--- config.mk ---
export PLATFORM = sky130hd
export DESIGN_NAME = imem_loader
export DESIGN_NICKNAME = d
export VERILOG_FILES = /design/src/rtl/imem_loader_pkg.sv /design/src/rtl/imem_loader_word_assembler.sv /design/src/rtl/imem_loader.sv
export SDC_FILE = /design/constraint.sdc
export NUM_CORES = 1
export LEC_CHECK = 0
export ABC_AREA = 1
export BUFFER_PORTS_ARGS = -buffer_cell sky130_fd_sc_hd__buf_4
export CAP_MARGIN = 20
export CORE_AREA = 4 4 132 134
export DETAILED_ROUTE_END_ITERATION = 10
export DIE_AREA = 0 0 136 138
export GPL_TIMING_DRIVEN = 0
export PLACE_DENSITY_LB_ADDON = 0.2
export SKIP_CTS_REPAIR_TIMING = 1
export SYNTH_ARGS = -nofsm -noshare
export SYNTH_HDL_FRONTEND = slang
export SYNTH_SLANG_ARGS = --single-unit
--- constraint.sdc ---
create_clock -name clk -period 1.9 [get_ports clk]
set_input_delay 0.095 -clock clk [delete_from_list [all_inputs] [get_ports clk]]
set_output_delay 0.095 -clock clk [all_outputs]
set_load 0.005 [all_outputs]
--- src/rtl/imem_loader_pkg.sv ---
// imem_loader_pkg: shared types and constants for the instruction memory loader.
// Holds the loader FSM state encoding, the default memory depth and the index width.
package imem_loader_pkg;

    // Default instruction memory size in 32-bit words.
    localparam int DEFAULT_DEPTH = 64;

    // Word index / word count width; must hold the value DEPTH itself.
    localparam int IDX_W = $clog2(DEFAULT_DEPTH + 1);

    typedef enum logic [2:0] {
        IDLE  = 3'd0,
        HDR   = 3'd1,
        DATA  = 3'd2,
        WRITE = 3'd3,
        CHK   = 3'd4,
        DONE  = 3'd5,
        ERR   = 3'd6
    } state_e;

    // Index width required for an arbitrary depth.
    function automatic int idx_width(input int depth);
        return $clog2(depth + 1);
    endfunction

endpackage

--- src/rtl/imem_loader_word_assembler.sv ---
// word_assembler: packs four stream bytes little-endian into one 32-bit word and
// keeps the running XOR checksum of the stream.
//   clk, reset  : clock, synchronous active-high reset
//   clear       : restart a load; seeds the checksum with byte_in (the header)
//   shift       : accept byte_in into lane byte_cnt and fold it into the checksum
//   byte_in     : stream byte
//   full        : the next shift completes a word
//   word        : assembled word including byte_in in the current lane
//   chk         : running XOR of the header and all shifted bytes
module word_assembler (
    input  logic        clk,
    input  logic        reset,
    input  logic        clear,
    input  logic        shift,
    input  logic [7:0]  byte_in,
    output logic        full,
    output logic [31:0] word,
    output logic [7:0]  chk
);

    logic [1:0]  cnt_q, cnt_d;
    logic [31:0] lanes_q, lanes_d;
    logic [7:0]  chk_q, chk_d;
    logic [31:0] word_nxt;

    // The word is presented with the in-flight byte already merged so the
    // write data can be captured on the same edge that accepts the 4th byte.
    always_comb begin
        word_nxt = lanes_q;
        unique case (cnt_q)
            2'd0: word_nxt[7:0]   = byte_in;
            2'd1: word_nxt[15:8]  = byte_in;
            2'd2: word_nxt[23:16] = byte_in;
            2'd3: word_nxt[31:24] = byte_in;
            default: word_nxt = lanes_q;
        endcase
    end

    always_comb begin
        cnt_d   = cnt_q;
        lanes_d = lanes_q;
        chk_d   = chk_q;
        if (clear) begin
            cnt_d   = 2'd0;
            lanes_d = 32'd0;
            chk_d   = byte_in;
        end else if (shift) begin
            cnt_d   = cnt_q + 2'd1;
            lanes_d = word_nxt;
            chk_d   = chk_q ^ byte_in;
        end
    end

    always_ff @(posedge clk) begin
        if (reset) begin
            cnt_q   <= 2'd0;
            lanes_q <= 32'd0;
            chk_q   <= 8'd0;
        end else begin
            cnt_q   <= cnt_d;
            lanes_q <= lanes_d;
            chk_q   <= chk_d;
        end
    end

    assign full = (cnt_q == 2'd3);
    assign word = word_nxt;
    assign chk  = chk_q;

endmodule

--- src/rtl/imem_loader.sv ---
// imem_loader: loads the instruction memory from a byte stream (header N, 4*N data
// bytes LSB first, XOR checksum) and holds the core in reset until the load checks out.
//   clk, reset           : clock, synchronous active-high reset
//   start                : begin a load from IDLE, DONE or ERR
//   byte_valid/byte_data : stream input, byte_ready is the accept handshake
//   we, wa, wd           : one-cycle word write to the instruction memory
//   cpu_reset            : core reset hold
//   busy, done, error    : load in progress / last load good / last load aborted
module imem_loader
    import imem_loader_pkg::*;
#(
    parameter int DEPTH = DEFAULT_DEPTH
) (
    input  logic        clk,
    input  logic        reset,
    input  logic        start,
    input  logic        byte_valid,
    input  logic [7:0]  byte_data,
    output logic        byte_ready,
    output logic        we,
    output logic [31:0] wa,
    output logic [31:0] wd,
    output logic        cpu_reset,
    output logic        busy,
    output logic        done,
    output logic        error
);

    localparam int IW = idx_width(DEPTH);

    state_e          state_q, state_d;
    logic [IW-1:0]   idx_q, idx_d;
    logic [IW-1:0]   n_q, n_d;

    logic            byte_ready_q;
    logic            we_q;
    logic [31:0]     wa_q;
    logic [31:0]     wd_q;
    logic            cpu_reset_q;
    logic            busy_q;
    logic            done_q;
    logic            error_q;

    logic            accept;
    logic            hdr_bad;
    logic            last_word;
    logic            asm_clear;
    logic            asm_shift;
    logic            asm_full;
    logic [31:0]     asm_word;
    logic [7:0]      asm_chk;

    word_assembler u_asm (
        .clk     (clk),
        .reset   (reset),
        .clear   (asm_clear),
        .shift   (asm_shift),
        .byte_in (byte_data),
        .full    (asm_full),
        .word    (asm_word),
        .chk     (asm_chk)
    );

    assign accept    = byte_valid & byte_ready_q;
    assign hdr_bad   = (byte_data == 8'd0) || (int'(byte_data) > DEPTH);
    assign last_word = ((idx_q + IW'(1)) == n_q);

    always_comb begin
        state_d   = state_q;
        idx_d     = idx_q;
        n_d       = n_q;
        asm_clear = 1'b0;
        asm_shift = 1'b0;
        unique case (state_q)
            IDLE, DONE, ERR: begin
                if (start) begin
                    state_d = HDR;
                end
            end
            HDR: begin
                if (accept) begin
                    if (hdr_bad) begin
                        state_d = ERR;
                    end else begin
                        n_d       = IW'(byte_data);
                        idx_d     = '0;
                        asm_clear = 1'b1;
                        state_d   = DATA;
                    end
                end
            end
            DATA: begin
                if (accept) begin
                    asm_shift = 1'b1;
                    if (asm_full) begin
                        state_d = WRITE;
                    end
                end
            end
            WRITE: begin
                idx_d   = idx_q + IW'(1);
                state_d = last_word ? CHK : DATA;
            end
            CHK: begin
                if (accept) begin
                    state_d = (byte_data == asm_chk) ? DONE : ERR;
                end
            end
            default: state_d = IDLE;
        endcase
    end

    // Every output is registered from the next state, so none of them
    // depends on the stream inputs within a cycle.
    always_ff @(posedge clk) begin
        if (reset) begin
            state_q      <= IDLE;
            idx_q        <= '0;
            n_q          <= '0;
            byte_ready_q <= 1'b0;
            we_q         <= 1'b0;
            wa_q         <= 32'd0;
            wd_q         <= 32'd0;
            cpu_reset_q  <= 1'b0;
            busy_q       <= 1'b0;
            done_q       <= 1'b0;
            error_q      <= 1'b0;
        end else begin
            state_q      <= state_d;
            idx_q        <= idx_d;
            n_q          <= n_d;
            byte_ready_q <= (state_d inside {HDR, DATA, CHK});
            busy_q       <= (state_d inside {HDR, DATA, WRITE, CHK});
            cpu_reset_q  <= (state_d inside {HDR, DATA, WRITE, CHK, ERR});
            done_q       <= (state_d == DONE);
            error_q      <= (state_d == ERR);
            we_q         <= (state_d == WRITE);
            if (state_d == WRITE) begin
                wa_q <= 32'(idx_q) << 2;
                wd_q <= asm_word;
            end
        end
    end

    // A WRITE cycle that coincides with reset must not reach the memory.
    assign we         = we_q & ~reset;
    assign byte_ready = byte_ready_q;
    assign wa         = wa_q;
    assign wd         = wd_q;
    assign cpu_reset  = cpu_reset_q;
    assign busy       = busy_q;
    assign done       = done_q;
    assign error      = error_q;

endmodule
; After elaboration in Yosys (flattened, before gate mapping)
; Index checks and enable logic that the tools add are counted.
; W data, S select, Z words.
[op_classes]
n_addsub = 2
n_lt_le_gt_ge = 1
eq_ne = 19
n_mux = 23
bitwise_logic = 5
reduce_logical = 13
[ops]
columns = operator, count
row1 = $mux W8, 6
row2 = $mux W3, 7
row3 = $eq A3 B3 Y1 const B, 6
row4 = $pmux W3 S5, 1
row5 = $mux W7, 2
row6 = $pmux W7 S2, 1
row7 = $eq A3 B2 Y1 const B, 4
row8 = $eq A8 B8 Y1, 1
row9 = $gt A8 B7 Y1 const B, 1
row10 = $logic_not A8 Y1, 1
row11 = $xor A8 B8 Y8, 1
row12 = $add A7 B1 Y7 const B, 1
row13 = $eq A7 B7 Y1, 1
row14 = $eq A3 B1 Y1 const B, 2
row15 = $reduce_and A3 Y1, 2
row16 = $mux W1, 5
row17 = $reduce_bool A5 Y1, 1
row18 = $eq A2 B2 Y1 const B, 2
row19 = $ne A2 B2 Y1 const B, 2
row20 = $reduce_bool A2 Y1, 2
row21 = $reduce_bool A4 Y1, 1
row22 = $logic_not A3 Y1, 1
row23 = $reduce_bool A3 Y1, 1
row24 = $reduce_or A3 Y1, 1
row25 = other kinds (8), 10
[word_totals]
reg_bits = 104
in_bits = 12
out_inout_bits = 70

; Longest topological paths before layout
; Gate-level depths: netlist of run 1.
[depth]
ltp_word = 7
depth_mapped = 16
depth_no_buf = 16

; Modules after synthesis
; A second synthesis of run 1 with hierarchy kept.
[hier_totals]
cells_unflattened = 809
hier_area_um2 = 5198.7
[modules_own_cells]
columns = mod, instances, cells_per_inst, area_each_um2, seq_area_each_um2
row1 = imem_loader, 1, 410, 2876.5, 1241.2
row2 = word_assembler, 1, 399, 2322.2, 840.8

; Worst setup path after synthesis of run 1
; No wires, ideal clock.
[synth_timing]
kind = register to register
startpoint = register idx_q[0]
endpoint = register cpu_reset_q (netlist: cpu_reset)
setup_time_ns = 0.122
arrival_ns = 1.625
path_slack_ns = 0.153
stages_incl_launch_ff = 17
path_buffers = 0
synth_period_minus_slack_ns = 1.747
path_cell_list = dfxtp_1 > ha_1 > nand2_1 > nor2_1 > nand2_1 > nand2_1 > nand2_1 > nand2_1 > nand2_1 > nor2_1 > nand2_1 > nand2_1 > nand2_1 > nand3_1 > nand3_1 > nand2_1 > nand3_1
[synth_between]
elab_chain_len = 6
[synth_lines]
columns = element, line
row1 = "start, declared", imem_loader.sv:32  ; logic [IW-1:0] idx_q, idx_d;
row2 = "start signal, assigned", imem_loader.sv:130  ; idx_q <= idx_d;
row3 = $add A7 B1 Y7 *, imem_loader.sv:66  ; assign last_word = ((idx_q + IW'(1)) == n_q);
row4 = $eq A7 B7 Y1 *, imem_loader.sv:66
row5 = $mux W3 *, imem_loader.sv:102  ; state_d = last_word ? CHK : DATA;
row6 = $pmux W3 S5 *, imem_loader.sv:74  ; unique case (state_q)
row7 = $eq A3 B1 Y1 (tied with other cells), imem_loader.sv:134  ; cpu_reset_q <= (state_d inside {HDR, DATA, WRITE, CHK, ERR});
row8 = $reduce_bool A5 Y1 *, imem_loader.sv:134
row9 = "end signal, assigned", imem_loader.sv:134
row10 = "end, declared", imem_loader.sv:39  ; logic cpu_reset_q;
; Every way passes the cells marked *; elsewhere a longest branch is shown, timed or not.
; A chain may end at the register's enable or synchronous reset.

; Worst setup path after layout of run 1
[layout_timing]
startpoint = register idx_q[1]
endpoint = register cpu_reset_q (netlist: cpu_reset)
; The elaborated chain is that of the path after synthesis.

==> out/results.txt, run 1 <==
Status: finished, violations left
Failing checks: negative setup slack
Layout cells sized above 1: 25.4%
Initial drt markers: 228
Clock-pin transition on the worst setup and hold timing paths: 70 ps
Worst Setup EP: cpu_reset
Setup CP Type: flop to flop
Pin count of the biggest net entering global routing: 20
Tightest Pin Transition: 731 ps
Worst path cell trace: ha_4 > nand2_4 > nor2_4 > nand2_1 > nand2_1 > nand2_1 > nand2_1 > nand2_1 > nor2_2 > nand2_1 > nand2_2 > nand2_2 > nand3_2 > nand3_2 > nand2_2 > nand3_1
# rows: 47
Critical path's most frequent cell: nand2_1
Via density: 4.43
Wire per inst: 13.4 um
Die H: 138 um
Tmin final: 1920 ps
Design Area, Final: 6080 um2
Pwr Density: 761 nW/um2
Max VDD drop: 0.000499 V
Total die area: 18800 um2
Worst path arrival time: 2170 ps
Sequential fraction of the synthesis area: 43.2%
Global-route wire length before repair: 21400 um
Crit path launch: idx_q[1]
Endpoints failing setup: 1
Clock power share: 40.7%
CP max FO: 4
Cell variety after synth: 33
Final Power: 4.63 mW
Htree depth: 3
Crit path max-delay cell type: dfxtp_4
Clock buffer count from CTS: 9
Num ports: 82
Synth Area per Inst: 7.34 um2
RSZ-0062 raised after global routing: true
Hold Slack: 9.51 ps
Logic pwr share: 10.5%
Filler cells: 1744
Placement Setup Slack: -313 ps
WL final: 13100 um
CTS tree: done
Area post-placement: 5590 um2
Pre-antenna DRT Iters: 4
Initial antenna violation count: 0
Vias in the first global route: 4098
Crit path capture type: flop
Crit start category: flop
CP peak stage delay: 380 ps
Seq pwr share: 48.8%
DP Wirelength: 9520 um
Post-Syn Area: 4820 um2
Core Box Area: 16300 um2
Multi-input logic area: 2360 um2
Diodes inserted: 0
Static Leakage: 2.47 nW
Storage cell area: 2090 um2
Final Hold Fails: 0
Starting Density: 29.6%
Worst r2r dst: cpu_reset
CTS Root Cell: clkbuf_16
Switching share of power: 27.2%
R2r startpoint: idx_q[1]
Max_cap viols: 0
Required time of the critical path: 2150 ps
Cells after Synth: 656
Setup TNS: -16.7 ps
Synthesis-to-finish area growth: 26.3%
DRC: 0
Rel. slew slack: 51.1%
Die width: 136 um
Clk Latency, worst-skew pair: 360 ps
Clk buf depth: 2
R2r setup slk: -20 ps
Cell Int Power: 3.37 mW
Routability cong.: 0.862
Final worst setup slack: -16.7 ps
Max-slew violations: 0
Via count: 4348
Switching pwr: 1.26 mW
Grt ovf: 0
Fin crit share: 101%
Remaining antenna violation count after routing: 0
Worst R2R Path Depth: 16
Yosys reg bits: 104
Global Route Usage Sum: 14.3%
Final clock skew: 8.10 ps
Buffers on Ports: 55
Final nets: 773
HP Class: input port to flop
CTS sink count: 104
Max Clock Freq: 0.522 GHz
Yosys warnings: 0
## flip-flops by register name (all words and copies together) (netlist names)
name and cells:
busy 1, cpu_reset 1, byte_ready 1, done 1
u_asm.cnt_q 2, wd 32, we_q 1, wa 7
u_asm.chk 8, u_asm.lanes_q 32, error 1, idx_q 7
state_q 3, n_q 7
## power groups by stage
stage               registers, mW  logic (mW)  clock network (mW)
floorplan                    2.30       0.302                   0
global placement             2.31       0.448                   0
detailed placement           2.31       0.446                   0
CTS                          2.26       0.448                1.95
global route                 2.26       0.547                2.03
finish                       2.26       0.485                1.89
## kinds of logic (layout without fill, tap and decap cells)
group / count (synthesis) / in the layout / synth area share (%)
xor+xnor: 5 / 5 / 0.909
simple gates: 287 / 287 / 26.1
flops: 104 / 104 / 43.2
buf+inv: 110 / 191 / 11.3
other cells: 1 / 25 / 0.0779
fa+ha+maj: 5 / 5 / 1.30
compound gates: 144 / 144 / 17.1
## worst max-delay path: cells and delay by family (launching register included)
kind          cells  cell delay (ps)
flops             1              380
fa+ha+maj         1              150
simple gates     15             1260
## synthesized netlist by cell type, drive strengths merged
cell / number / area, um2
nand3: 24 / 120
o21ai: 51 / 255
a21oi: 54 / 274
nor3: 4 / 42.5
nand4: 2 / 12.5
clkbuf: 17 / 63.8
xor2: 1 / 8.76
a221oi: 3 / 26.3
a211oi: 32 / 240
buf: 39 / 275
nand2: 158 / 611
dfxtp: 104 / 2080
inv: 54 / 205
a31oi: 1 / 6.26
ha: 5 / 62.6
nor4: 1 / 21.3
nor2: 66 / 248
o21bai: 1 / 7.51
o211ai: 2 / 15.0
xnor2: 4 / 35.0
conb: 1 / 3.75
or2: 32 / 200
## layout by cell type (no fill, tap or decap), types with 3 or more instances in the layout
| master | instances |
|---|---|
| buf_2 | 6 |
| ha_1 | 3 |
| inv_1 | 49 |
| clkbuf_1 | 6 |
| or2_2 | 29 |
| nand2_2 | 8 |
| xnor2_1 | 4 |
| or2_0 | 3 |
| a221oi_1 | 3 |
| buf_4 | 95 |
| nand3_1 | 21 |
| clkbuf_2 | 10 |
| dfxtp_1 | 101 |
| inv_2 | 4 |
| clkbuf_16 | 9 |
| a21oi_1 | 51 |
| o21ai_0 | 49 |
| a21oi_2 | 3 |
| nor2_2 | 3 |
| conb_1 | 25 |
| nand2_4 | 3 |
| nand3_2 | 3 |
| nand2_1 | 147 |
| nor2_1 | 62 |
| inv_6 | 3 |
| a211oi_1 | 32 |
## layer usage
metal	wire length (um)	vias to the layer above	global-route usage [%]
met3	600	14	3.56
met1	6230	1937	19.3
met5	0	-	0
met4	200	0	4.14
met2	6100	98	22.5
li1	-	2299	-
## stage by stage
step                      util, %  std cells
after global placement       34.3        955
after detailed placement     34.3        955
after global routing         37.3        981
final                        37.3        981
after CTS                    36.2        971
after floorplan                 -        680
## cell type report
class | count | share of cell area [%]
well taps | 220 | 4.53
multi-input cells | 466 | 38.8
flip-flops and latches | 104 | 34.4
plain buffers | 55 | 5.76
repair buffers | 66 | 8.19
inverters | 54 | 3.37
clock inverters | 6 | 1.01
clock buffers | 10 | 3.93
## how the worst min path moves through the flow
stage            startpoint      to  slack [ps]  cells after the start
2_1_floorplan  byte_data[0]  n_q[0]         230                      2
3_3_place_gp   byte_data[2]  n_q[2]         360                      3
3_5_place_dp   byte_data[2]  n_q[2]         360                      3
4_1_cts        byte_data[2]  n_q[2]         -10                      3
5_1_grt        byte_data[5]  n_q[5]          30                      3
6_report       byte_data[4]  n_q[4]          10                      3
Note: power is estimated with default switching activity, not from simulation.
==> inputs of run 2 (changes only) <==
--- a/config.mk
+++ b/config.mk
@@ -5,12 +5,13 @@
 export SDC_FILE = /design/constraint.sdc
 export NUM_CORES = 1
 export LEC_CHECK = 0
-export ABC_AREA = 1
+export ABC_AREA = 0
 export BUFFER_PORTS_ARGS = -buffer_cell sky130_fd_sc_hd__buf_4
 export CAP_MARGIN = 20
-export CORE_AREA = 4 4 132 134
+export CORE_AREA = 4 4 127 129
+export CTS_CLUSTER_SIZE = 28
 export DETAILED_ROUTE_END_ITERATION = 10
-export DIE_AREA = 0 0 136 138
+export DIE_AREA = 0 0 131 133
 export GPL_TIMING_DRIVEN = 0
 export PLACE_DENSITY_LB_ADDON = 0.2
 export SKIP_CTS_REPAIR_TIMING = 1
==> constraint.sdc (replaced) <==
create_clock -name clk -period 1.8 [get_ports clk]
set_input_delay 0.09 -clock clk [delete_from_list [all_inputs] [get_ports clk]]
set_output_delay 0.09 -clock clk [all_outputs]
set_load 0.005 [all_outputs]
==> out/results.txt, run 2 <==
Status: finished, violations left (unchanged)
Failing checks: negative setup slack (unchanged)
Filler cells: 1518 (was 1744)
Clock-pin transition on the worst setup and hold timing paths: 70 ps (about the same)
DRC: 0 (unchanged)
Endpoints failing setup: 8 (was 1)
Post-synth EDFFs: 0 (unchanged)
Via density: 4.85 (was 4.43)
Synth top area cells: dfxtp_1, nand2_1, a21oi_1 (unchanged)
Max reg flops: 32
Area share of and/or/nand/nor cells after synthesis: 20.2% (was 26.1%)
CP max FO: 5 (was 4)
Commonest cells after routing, fill and taps aside: buf_4, dfxtp_1, nand2_1 (was nand2_1, dfxtp_1, buf_4)
Vias in the first global route: 3811 (was 4098)
Max Clock Freq: 0.440 GHz (was 0.522 GHz)
WL final: 13000 um (was 13100 um)
Adder-cell share of the synthesized area: 1.40% (was 1.30%)
Multiplexer share of the synthesized area: 6.05% (was 0%)
Final Hold Fails: 0 (unchanged)
Yosys warnings: 0 (unchanged)
Routability cong.: 0.847 (was 0.862)
Buffers on Ports: 56 (was 55)
Wire per inst: 15.3 um (was 13.4 um)
R2r setup slk: -470 ps (was -20 ps)
Area post-placement: 5390 um2 (was 5590 um2)
Count leader, synth: dfxtp_1 (was nand2_1)
Global-route wire length before repair: 20100 um (was 21400 um)
Final Power: 4.38 mW (was 4.63 mW)
Cells after Synth: 547 (was 656)
Yosys top cell by area: dfxtp_1 (unchanged)
Htree depth: 3 (unchanged)
Max VDD drop: 0.000437 V (was 0.000499 V)
Synthesis-to-finish area growth: 36.7% (was 26.3%)
Initial antenna violation count: 0 (unchanged)
Placement Setup Slack: -637 ps (was -313 ps)
Max-slew violations: 0 (unchanged)
Commonest cells in the netlist: dfxtp_1, nand2_1, a21oi_1 (was nand2_1, dfxtp_1, nor2_1)
Tightest Pin Transition: 750 ps (was 731 ps)
Main combinational cell family by area after synthesis: simple AND/OR/NAND/NOR gates (unchanged)
Initial drt markers: 243 (was 228)
Sequential fraction of the synthesis area: 43.0% (was 43.2%)
Grt ovf: 0 (unchanged)
Synth Area per Inst: 8.16 um2 (was 7.34 um2)
Cell variety after synth: 46 (was 33)
Post-Synth XOR/XNOR Area: 3.73% (was 0.909%)
Final nets: 673 (was 773)
Commonest non-fill, non-tap cell in the layout: buf_4 (was nand2_1)
Diodes inserted: 0 (unchanged)
CTS tree: done (unchanged)
DP Wirelength: 9010 um (was 9520 um)
Worst path arrival time: 2540 ps (was 2170 ps)
CTS Root Cell: clkbuf_16 (unchanged)
CTS sink count: 96 (was 104)
Num ports: 82 (unchanged)
# rows: 45 (was 47)
Via count: 4121 (was 4348)
Clk Latency, worst-skew pair: 350 ps (was 360 ps)
Static Leakage: 2.33 nW (was 2.47 nW)
Compound-Gate Fraction of Synth Area: 16.7% (was 17.1%)
Synth Flop Type: dfxtp_1 (unchanged)
Starting Density: 29.7% (was 29.6%)
Remaining antenna violation count after routing: 0 (unchanged)
Cells after DPL: 815 (was 955)
Pre-antenna DRT Iters: 5 (was 4)
Pin count of the biggest net entering global routing: 16 (was 20)
Crit path capture type: flop (unchanged)
Post-Syn Area: 4460 um2 (was 4820 um2)
Max_cap viols: 0 (unchanged)
Pwr Density: 717 nW/um2 (was 761 nW/um2)
Share of flip-flops with an asynchronous set or reset: 0% (unchanged)
Setup TNS: -2480 ps (was -16.7 ps)
Setup CP Type: flop to flop (unchanged)
Die H: 133 um (was 138 um)
Core Box Area: 15000 um2 (was 16300 um2)
Final worst setup slack: -471 ps (was -16.7 ps)
Yosys reg bits: 96 (was 104)
RSZ-0062 raised after global routing: true (unchanged)
Required time of the critical path: 2070 ps (was 2150 ps)
Clock buffer count from CTS: 9 (unchanged)
Rel. slew slack: 50.0% (was 51.1%)
Layout cells sized above 1: 30.7% (was 25.4%)
Final clock skew: 7.39 ps (was 8.10 ps)
Clk buf depth: 2 (unchanged)
Die width: 131 um (was 136 um)
HP Class: input port to flop (unchanged)
Hold Slack: 60.5 ps (was 9.51 ps)
Crit start category: flop (unchanged)
Top cell type's share of synthesized area: 43.0% (was 43.2%)
Final Util: 40.6% (was 37.3%)
Non-Filler Instances: 849 (was 981)
Design Area, Final: 6100 um2 (was 6080 um2)
Fin crit share: 126% (was 101%)
Global Route Usage Sum: 14.5% (was 14.3%)
Total die area: 17400 um2 (was 18800 um2)
Tmin final: 2270 ps (was 1920 ps)
==> run 2: changes by cell type in the layout (fill, tap and decap cells not counted), sizes merged, moves of 9 or more <==
cell and delta:
xnor2 +9, mux2i +27, o21ai -39, or2 -31, nand2 -68, nor2 -16
inv -52, buf +9, clkbuf +17
==> run 2: path summary, 6_finish.rpt <==
path	to	cells past startpoint	start
setup / recovery	byte_ready	8	idx_q[0]
hold reg to reg	u_asm.lanes_q[2]	2	u_asm.lanes_q[2]
setup reg to reg	byte_ready	8	idx_q[0]
hold / removal	state_q[2]	3	reset
==> run 2: worst max-delay path, stage by stage, from the launching register on <==
cell,delay [ps]
dfxtp_4,390
ha_4,170
nand3_4,90
or3_4,390
a2111o_1,390
o211ai_1,330
xnor2_1,160
nand2_1,110
a21oi_1,160
==> run 2: cells by family (layout without fill, tap and decap cells) <==
family                   Yosys count  in the layout
AO/OA/AOI/OAI                    121            121
XOR/XNOR                          19             19
adder cells (fa/ha/maj)            5              5
buffers and inverters             75            165
flip-flops                        96             96
multiplexers                      27             27
other                              1             25
AND/OR/NAND/NOR                  203            203
==> run 2: per-layer routing <==
metal / track usage [%] / part of all wire, %
met4: 4.46 / 1.6
met1: 21.5 / 50
met5: 0 / 0
met3: 2.22 / 4.3
met2: 21.6 / 44
==> run 2: final cells by class <==
type	count	area [um2]	share of cell area, %
Tap cell	188	235	3.85
Inverter	5	18.8	0.307
Buffer	66	470	7.71
Clock buffer	12	236	3.87
Timing Repair Buffer	78	664	10.9
Clock inverter	4	30.0	0.492
Sequential cell	96	1940	31.7
Multi-Input combinational cell	400	2510	41.1
==> run 2: where the power goes <==
group,switching [mW],leakage (nW),internal (mW)
combinational,0.242,1.42,0.190
sequential,0.0188,0.779,2.14
clock,0.837,0.127,0.945
==> inputs of run 3 (changes only) <==
--- a/config.mk
+++ b/config.mk
@@ -6,6 +6,7 @@
 export NUM_CORES = 1
 export LEC_CHECK = 0
 export ABC_AREA = 0
+export ABC_CLOCK_PERIOD_IN_PS = 2100
 export BUFFER_PORTS_ARGS = -buffer_cell sky130_fd_sc_hd__buf_4
 export CAP_MARGIN = 20
 export CORE_AREA = 4 4 127 129
==> constraint.sdc (replaced) <==
create_clock -name clk -period 2.1 [get_ports clk]
set_input_delay 0.105 -clock clk [delete_from_list [all_inputs] [get_ports clk]]
set_output_delay 0.105 -clock clk [all_outputs]
set_load 0.005 [all_outputs]
==> out/results.txt, run 3 (synthesis gave the netlist of run 2 again) <==
Initial antenna violation count: 0 (unchanged)
Core Box Area: 15000 um2 (unchanged)
Cells after DPL: 815 (unchanged)
Status: finished, violations left (unchanged)
Clk buf depth: 2 (unchanged)
Area post-placement: 5240 um2 (was 5390 um2)
Switching pwr: 0.926 mW (was 1.10 mW)
Htree depth: 3 (unchanged)
Diodes inserted: 0 (unchanged)
Max reg flops: 32 (unchanged)
Max_cap viols: 0 (unchanged)
Setup TNS: -374 ps (was -2480 ps)
Static Leakage: 2.19 nW (was 2.33 nW)
Synthesis-to-finish area growth: 27.7% (was 36.7%)
Die width: 131 um (unchanged)
Clock-pin transition on the worst setup and hold timing paths: 70 ps (about the same)
Commonest non-fill, non-tap cell in the layout: dfxtp_1 (was buf_4)
Die H: 133 um (unchanged)
Via density: 4.74 (was 4.85)
Cell Int Power: 2.93 mW (was 3.28 mW)
Routability cong.: 0.880 (was 0.847)
Max-slew violations: 0 (unchanged)
Clock power share: 43.2% (was 40.7%)
Via count: 3965 (was 4121)
Pre-antenna DRT Iters: 4 (was 5)
Vias in the first global route: 3904 (was 3811)
Routed wl met3: 634 um (was 556 um)
HP Class: input port to flop (unchanged)
Buffers on Ports: 56 (unchanged)
Global Route Usage Sum: 15.0% (was 14.5%)
Crit path capture type: flop (unchanged)
Clock buffer count from CTS: 9 (unchanged)
Setup CP Type: flop to flop (unchanged)
Required time of the critical path: 2380 ps (was 2070 ps)
Final clock skew: 6.41 ps (was 7.39 ps)
Rel. slew slack: 46.6% (was 50.0%)
Tmin final: 2260 ps (was 2270 ps)
Multi-input logic area: 2360 um2 (was 2510 um2)
Remaining antenna violation count after routing: 0 (unchanged)
CTS Root Cell: clkbuf_16 (unchanged)
Pwr Density: 677 nW/um2 (was 717 nW/um2)
Layout cells sized above 1: 22.5% (was 30.7%)
DRC: 0 (unchanged)
Non-Filler Instances: 836 (was 849)
# rows: 45 (unchanged)
Global-route wire length before repair: 20400 um (was 20100 um)
CTS sink count: 96 (unchanged)
CP max FO: 7 (was 5)
Grt ovf: 0 (unchanged)
Design Area, Final: 5700 um2 (was 6100 um2)
Max VDD drop: 0.000338 V (was 0.000437 V)
Seq pwr share: 48.2% (was 49.4%)
Commonest cells after routing, fill and taps aside: dfxtp_1, buf_4, nand2_1 (was buf_4, dfxtp_1, nand2_1)
Hold Slack: 75.5 ps (was 60.5 ps)
Crit start category: flop (unchanged)
Final worst setup slack: -163 ps (was -471 ps)
Filler cells: 1576 (was 1518)
Final Power: 3.86 mW (was 4.38 mW)
Total die area: 17400 um2 (unchanged)
Final nets: 660 (was 673)
Routed met1 length: 5700 um (was 6520 um)
RSZ-0062 raised after global routing: true (unchanged)
Storage cell area: 1930 um2 (was 1940 um2)
Clk Latency, worst-skew pair: 350 ps (about the same)
Tightest Pin Transition: 801 ps (was 750 ps)
Max layer used: met4 (unchanged)
DP Wirelength: 9320 um (was 9010 um)
Logic pwr share: 8.5% (was 9.9%)
Final Hold Fails: 0 (unchanged)
Failing checks: negative setup slack (unchanged)
Fin crit share: 108% (was 126%)
Endpoints failing setup: 3 (was 8)
Max Clock Freq: 0.442 GHz (was 0.440 GHz)
Switching share of power: 24.0% (was 25.1%)
Pin count of the biggest net entering global routing: 16 (unchanged)
Initial drt markers: 215 (was 243)
Starting Density: 29.7% (unchanged)
WL final: 12800 um (was 13000 um)
DR WL met2: 6250 um (was 5740 um)
Worst path arrival time: 2540 ps (about the same)
Num ports: 82 (unchanged)
CTS tree: done (unchanged)
Wire per inst: 15.3 um (about the same)
run 3: cell types whose count changed in the layout (fill, tap and decap cells not counted), sizes merged:
cell	delta
bufinv	+1
clkinvlp	-1
buf	-14
clkinv	+1
run 3: metrics by stage:
| stage | util, % | worst slack, ps |
|---|---|---|
| global route | 37.9 | -250 |
| global placement | 34.9 | -683 |
| detailed placement | 34.9 | -689 |
| finish | 37.9 | -163 |
| floorplan | - | 24.0 |
| CTS | 36.8 | -738 |
run 3: worst paths after layout:
path                      from                end  slack (ps)  cells past startpoint
min                      reset              error          80                      3
max                   idx_q[0]               busy        -160                      9
max reg2reg           idx_q[0]               busy        -160                      9
min reg2reg  u_asm.lanes_q[20]  u_asm.lanes_q[20]         450                      2
run 3: power groups by stage:
| stage | Clock [mW] | Combinational, mW | Sequential [mW] |
|---|---|---|---|
| after floorplan | 0 | 0.199 | 1.89 |
| after global placement | 0 | 0.305 | 1.89 |
| after detailed placement | 0 | 0.308 | 1.89 |
| after CTS | 1.72 | 0.309 | 1.85 |
| after global routing | 1.79 | 0.363 | 1.86 |
| final | 1.67 | 0.329 | 1.86 |
run 3: layout make-up:
cell class                      count  share of cell area (%)
Multi-Input combinational cell    400                    41.4
Clock buffer                       11                    4.26
Timing Repair Buffer               64                    8.43
Buffer                             67                    6.65
Tap cell                          188                    4.13
Inverter                            5                   0.329
Clock inverter                      5                   0.966
Sequential cell                    96                    33.9
run 3: critical path, cell delays in order (launching register included):
cell	delay, ps
dfxtp_4	390
ha_4	190
nand3_4	110
or3_4	420
a2111o_1	370
o211ai_1	160
buf_4	160
xnor2_2	110
nand2_2	90
a31oi_1	180
run 3: per-layer routing:
| layer | global-route usage [%] | vias up |
|---|---|---|
| met3 | 4.48 | 19 |
| met4 | 3.94 | 0 |
| met2 | 24.7 | 76 |
| li1 | - | 2026 |
| met5 | 0 | - |
| met1 | 18.9 | 1844 |
